===== config.mk =====
export PLATFORM = sky130hd
export DESIGN_NAME = apb_master_bridge
export DESIGN_NICKNAME = d
export VERILOG_FILES = /design/src/rtl/apb_master_bridge.sv
export SDC_FILE = /design/constraint.sdc
export NUM_CORES = 1
export LEC_CHECK = 0
export CAP_MARGIN = 20
export CORE_UTILIZATION = 30
export DETAILED_ROUTE_END_ITERATION = 8
export GPL_ROUTABILITY_DRIVEN = 0
export PLACE_DENSITY_LB_ADDON = 0.1
export SKIP_LAST_GASP = 1
export SYNTH_ARGS = -nofsm -noshare
export SYNTH_HDL_FRONTEND = slang
export SYNTH_SLANG_ARGS = --single-unit

===== constraint.sdc =====
create_clock -name CLK -period 1.88 [get_ports CLK]
set_input_delay 0.188 -clock CLK [delete_from_list [all_inputs] [get_ports CLK]]
set_output_delay 0.188 -clock CLK [all_outputs]
set_load 0.05 [all_outputs]

===== src/rtl/apb_master_bridge.sv =====
// APB master bridge: valid/ready command in, APB SETUP/ACCESS transfer out, one-cycle response pulse.
// Define APB_TIMEOUT_EN to add the TIMEOUT_CYC parameter and force an error after a stalled ACCESS.
module apb_master_bridge #(
    parameter int ADDR_W = 8,
    parameter int DATA_W = 8
`ifdef APB_TIMEOUT_EN
    ,
    parameter int TIMEOUT_CYC = 16
`endif
) (
    input  logic              CLK,
    input  logic              RST_N,
    input  logic              CMD_VALID,
    output logic              CMD_READY,
    input  logic              CMD_WRITE,
    input  logic [ADDR_W-1:0] CMD_ADDR,
    input  logic [DATA_W-1:0] CMD_WDATA,
    output logic              RSP_VALID,
    output logic [DATA_W-1:0] RSP_RDATA,
    output logic              RSP_ERR,
    output logic              PSEL,
    output logic              PEN,
    output logic              PWRITE,
    output logic [ADDR_W-1:0] PADDR,
    output logic [DATA_W-1:0] PWDATA,
    input  logic              PREADY,
    input  logic              PSLVERR,
    input  logic [DATA_W-1:0] PRDATA
);

    typedef enum logic [1:0] {
        S_IDLE,
        S_SETUP,
        S_ACCESS
    } state_t;

    state_t            state;
    state_t            state_d;
    logic              psel_d;
    logic              pen_d;
    logic              pwrite_d;
    logic [ADDR_W-1:0] paddr_d;
    logic [DATA_W-1:0] pwdata_d;
    logic              rsp_valid_d;
    logic [DATA_W-1:0] rsp_rdata_d;
    logic              rsp_err_d;
    logic              ready_d;
    logic              done;

`ifdef APB_TIMEOUT_EN
    localparam int CNT_W = $clog2(TIMEOUT_CYC + 1);

    logic [CNT_W-1:0] tmo_cnt;
    logic             tmo_hit;

    // The cycle that would be the TIMEOUT_CYC-th stalled ACCESS cycle completes the transfer instead.
    assign tmo_hit = (state == S_ACCESS) && !PREADY && (tmo_cnt == CNT_W'(TIMEOUT_CYC - 1));

    always_ff @(posedge CLK or negedge RST_N) begin
        if (!RST_N) begin
            tmo_cnt <= '0;
        end else if (state_d == S_SETUP) begin
            tmo_cnt <= '0;
        end else if ((state == S_ACCESS) && !PREADY && !tmo_hit) begin
            tmo_cnt <= tmo_cnt + CNT_W'(1);
        end
    end
`endif

    always_comb begin
        // NOTE: every signal gets a default before the case so no path can infer a latch.
        state_d     = state;
        psel_d      = PSEL;
        pen_d       = PEN;
        pwrite_d    = PWRITE;
        paddr_d     = PADDR;
        pwdata_d    = PWDATA;
        rsp_valid_d = 1'b0;
        rsp_rdata_d = RSP_RDATA;
        rsp_err_d   = RSP_ERR;
        done        = 1'b0;

        unique case (state)
            S_IDLE: begin
                if (CMD_VALID && CMD_READY) begin
                    pwrite_d = CMD_WRITE;
                    paddr_d  = CMD_ADDR;
                    pwdata_d = CMD_WDATA;
                    psel_d   = 1'b1;
                    pen_d    = 1'b0;
                    state_d  = S_SETUP;
                end
            end
            S_SETUP: begin
                pen_d   = 1'b1;
                state_d = S_ACCESS;
            end
            S_ACCESS: begin
                if (PREADY) begin
                    done        = 1'b1;
                    rsp_rdata_d = PWRITE ? '0 : PRDATA;
                    rsp_err_d   = PSLVERR;
                end
`ifdef APB_TIMEOUT_EN
                else if (tmo_hit) begin
                    done        = 1'b1;
                    rsp_rdata_d = '0;
                    rsp_err_d   = 1'b1;
                end
`endif
                if (done) begin
                    rsp_valid_d = 1'b1;
                    psel_d      = 1'b0;
                    pen_d       = 1'b0;
                    state_d     = S_IDLE;
                end
            end
            default: state_d = S_IDLE;
        endcase

        // Ready stays low in the response cycle, forcing one idle cycle between transfers.
        ready_d = (state == S_IDLE) && (state_d == S_IDLE);
    end

    // NOTE: registers use non-blocking assignments so each one samples pre-edge values.
    always_ff @(posedge CLK or negedge RST_N) begin
        if (!RST_N) begin
            state     <= S_IDLE;
            CMD_READY <= 1'b0;
            PSEL      <= 1'b0;
            PEN       <= 1'b0;
            PWRITE    <= 1'b0;
            PADDR     <= '0;
            PWDATA    <= '0;
            RSP_VALID <= 1'b0;
            RSP_RDATA <= '0;
            RSP_ERR   <= 1'b0;
        end else begin
            state     <= state_d;
            CMD_READY <= ready_d;
            PSEL      <= psel_d;
            PEN       <= pen_d;
            PWRITE    <= pwrite_d;
            PADDR     <= paddr_d;
            PWDATA    <= pwdata_d;
            RSP_VALID <= rsp_valid_d;
            RSP_RDATA <= rsp_rdata_d;
            RSP_ERR   <= rsp_err_d;
        end
    end

endmodule

==> key figures, run 1 <==
Route
  • Vias per Instance: 4.36
  • DRC: 0
  • Pre-antenna DRT Iters: 4
  • Via count: 864
  • 1st-iter DRT viols: 19
  • Routed len/inst: 14.2 um
  • Total Wirelength: 2820 um
  • Remaining antenna violation count: 0

Yosys
  • Synth Instances: 80
  • Netlist Area Pre-Place: 1360 um^2
  • Synthesized Nets: 110
  • Yosys reg bits: 32
  • Synthesis Warnings: 0
  • Avg Inst Size Synth: 17.0 um^2
  • Sequential-to-total area share from yosys stat: 59.0%
  • Post-synth EDFFs: 0
  • Netlist cell types: 14
  • Main synth FF type: dfrtp_1
  • Asr flop ratio synth: 100%

Setup path
  • Top Family by Delay on Critical Path: buffers and inverters
  • Worst r2r path cells: 2
  • Worst Setup End Kind: primary output
  • Cell chain of the critical path: clkdlybuf4s50_1
  • CP startpoint kind: register
  • Critical-path top delay cell: clkdlybuf4s50_1
  • Crit. path cell count: 1
  • CP Max Fanout: 2
  • Setup CP Type: reg2out
  • Critical path required time: 1.69 ns
  • Buffers & Inverters on Critical Path: 1
  • Critical path arrival: 1.46 ns
  • Max stage delay on crit path: 0.81 ns

Timing
  • Worst-Margin Slew: 0.519 ns
  • RSZ-0062 raised after global routing: false
  • Minimum clock period: 1.65 ns
  • Max-slew violations: 0
  • Setup TNS: 0 ns
  • Final Hold Vio Count: 0
  • Fraction of the cycle the final worst path needs: 87.6%
  • Slew HR: 65.3%
  • Final setup violating endpoints: 0
  • Max frequency: 607 MHz
  • Clock skew: 0.00630 ns

Floorplan
  • Starting Density: 31.1%
  • Die width: 69.2 um
  • Row cnt: 24
  • DIE AREA: 4790 um^2
  • Core Box Area: 4350 um^2
  • Die Ht: 69.2 um
  • I/O pins: 60

Layout
  • Nets: 175
  • Proportion of layout cells with a drive suffix above 1: 25.3%
  • Final Cell Area: 2110 um^2
  • Layout area overhead: 55.6%
  • Ant diodes: 0
  • Final cell count without fillers: 198

Place
  • Post-DP Area: 2000 um^2
  • IO Port Bufs: 59
  • Placed insts: 190
  • HPWL after DPL: 1920 um

Clock tree
  • Clock buffer depth: 2
  • Clock insertion delay at the later pin of the skew report: 0.28 ns
  • Root buf cell: clkbuf_8
  • Post-CTS Setup Bufs: 0
  • Post-cts sizing count: 0
  • Clk slew on worst S/H paths: 0.07 ns
  • CTS tree: yes
  • H-tree depth: 2
  • Total CTS buffers: 5
  • CTS Sinks: 32
  • Post-CTS Hold Buffers: 0

Status
  • Status: finished, final reports clean

GRT
  • First-pass GRT wire length: 4730 um
  • Number of global-route vias before repair: 915
  • Initial antenna violation count: 0
  • Largest net degree at the start of global routing: 33
  • Overflow after GRT: 0
  • Total Routing Usage GR: 13.0%

Run
  • Max cap viols: 0

Power
  • Maximum vdd drop: 1.26 mV
  • Cell area power density: 2140 nW/um^2
  • Static leakage: 0.915 nW

Min path
  • Hold Crit Class: in2async
==> final timing paths <==
path	end	slack, ns	startpoint
min in group CLK	CMD_READY$_DFF_PN0_	0.49	CMD_READY$_DFF_PN0_
worst max register to register	PWDATA[5]$_DFFE_PN0P_	0.35	state[1]$_DFF_PN0_
worst min-delay path	PWDATA[6]$_DFFE_PN0P_	0.30	RST_N
worst min register to register	CMD_READY$_DFF_PN0_	0.49	CMD_READY$_DFF_PN0_
worst max-delay path	PADDR[3]	0.23	PADDR[3]$_DFFE_PN0P_
max in group asynchronous	PADDR[0]$_DFFE_PN0P_	1.27	RST_N
==> kinds of logic after synthesis <==
kind of cell           count (synthesis)  share of synthesized area, %
AO/OA/AOI/OAI                          4                          2.12
flip-flops                            32                          59.0
buffers and inverters                  4                          2.77
multiplexers                          26                          28.5
AND/OR/NAND/NOR                       14                          7.57
==> final cells by class <==
class / count / area, um^2
fill: 385 / 2240
tap: 52 / 65.1
multi-input combinational: 44 / 518
sequential: 32 / 801
inverter: 1 / 3.75
timing repair buffer: 61 / 616
clock inverter: 2 / 35.0
clock buffer: 6 / 72.6
==> worst reg2reg max path, stage by stage, from the launching register on <==
cell and delay (ns):
dfrtp_1 0.42, and4bb_4 0.63, mux2_4 0.36
==> cell usage after synthesis, types with 2 or more instances <==
cell type	n	share of area [%]
nand2b_1	2	0.92
buf_6	3	2.5
mux2_4	25	28
nor2b_1	8	3.7
a211oi_1	2	1.1
dfrtp_1	32	59
==> sequential cells by signal, indices dropped and copies added (netlist names) <==
name	flops
PWRITE	1
RSP_RDATA	8
CMD_READY	1
RSP_VALID	1
RSP_ERR	1
state	2
PSEL	1
PADDR	8
PWDATA	8
PEN	1
==> power breakdown <==
group / total [mW] / internal, mW / leakage [nW] / switching (mW)
clock: 0.642 / 0.393 / 0.0552 / 0.249
sequential: 1.24 / 1.02 / 0.388 / 0.220
combinational: 2.62 / 1.12 / 0.472 / 1.50
==> through the flow <==
step	utilization (%)	power [mW]	hold slack [ns]	setup slack [ns]
after global routing	48.5	4.73	0.337	0.164
final	48.5	4.51	0.305	0.233
after CTS	48.5	4.57	0.312	0.213
after global placement	46.0	3.85	0.475	0.224
after detailed placement	46.0	3.90	0.483	0.192
after floorplan	-	3.08	-0.108	0.364
==> metal layers <==
layer | vias up | routed length, um | global-route usage [%]
met1 | 423 | 1300 | 16.1
met3 | 4 | 167 | 5.38
met5 | - | 0 | 0
met4 | 0 | 30 | 4.76
li1 | 404 | - | -
met2 | 33 | 1320 | 20.2
==> layout by cell type, fill, tap and decap left out <==
cell             instances
clkbuf_8                 5
and4bb_4                 1
clkdlybuf4s50_1         58
mux2_2                   1
and2b_1                  1
and3b_1                  1
a211oi_1                 2
buf_4                    2
nor2b_1                  8
o21ai_0                  1
nand2b_1                 2
buf_12                   1
inv_1                    1
clkbuf_1                 1
mux2_4                  25
dfrtp_1                 32
a211o_1                  1
clkinv_2                 1
bufinv_16                1
or2b_1                   1
No activity file was read; power rests on OpenSTA's default activity.
==> run 2: changes to the inputs <==
--- a/config.mk
+++ b/config.mk
@@ -10,7 +10,6 @@
 export DETAILED_ROUTE_END_ITERATION = 8
 export GPL_ROUTABILITY_DRIVEN = 0
 export PLACE_DENSITY_LB_ADDON = 0.1
-export SKIP_LAST_GASP = 1
 export SYNTH_ARGS = -nofsm -noshare
 export SYNTH_HDL_FRONTEND = slang
 export SYNTH_SLANG_ARGS = --single-unit
==> results of run 2 <==
No change in the layout: final DEF, timing and power equal those of run 1.
==> run 3: changes to the inputs <==
--- a/config.mk
+++ b/config.mk
@@ -7,6 +7,7 @@
 export LEC_CHECK = 0
 export CAP_MARGIN = 20
 export CORE_UTILIZATION = 30
+export CTS_CLUSTER_SIZE = 8
 export DETAILED_ROUTE_END_ITERATION = 8
 export GPL_ROUTABILITY_DRIVEN = 0
 export PLACE_DENSITY_LB_ADDON = 0.1
==> results of run 3 <==
No change in the layout: final DEF, timing and power equal those of run 1.
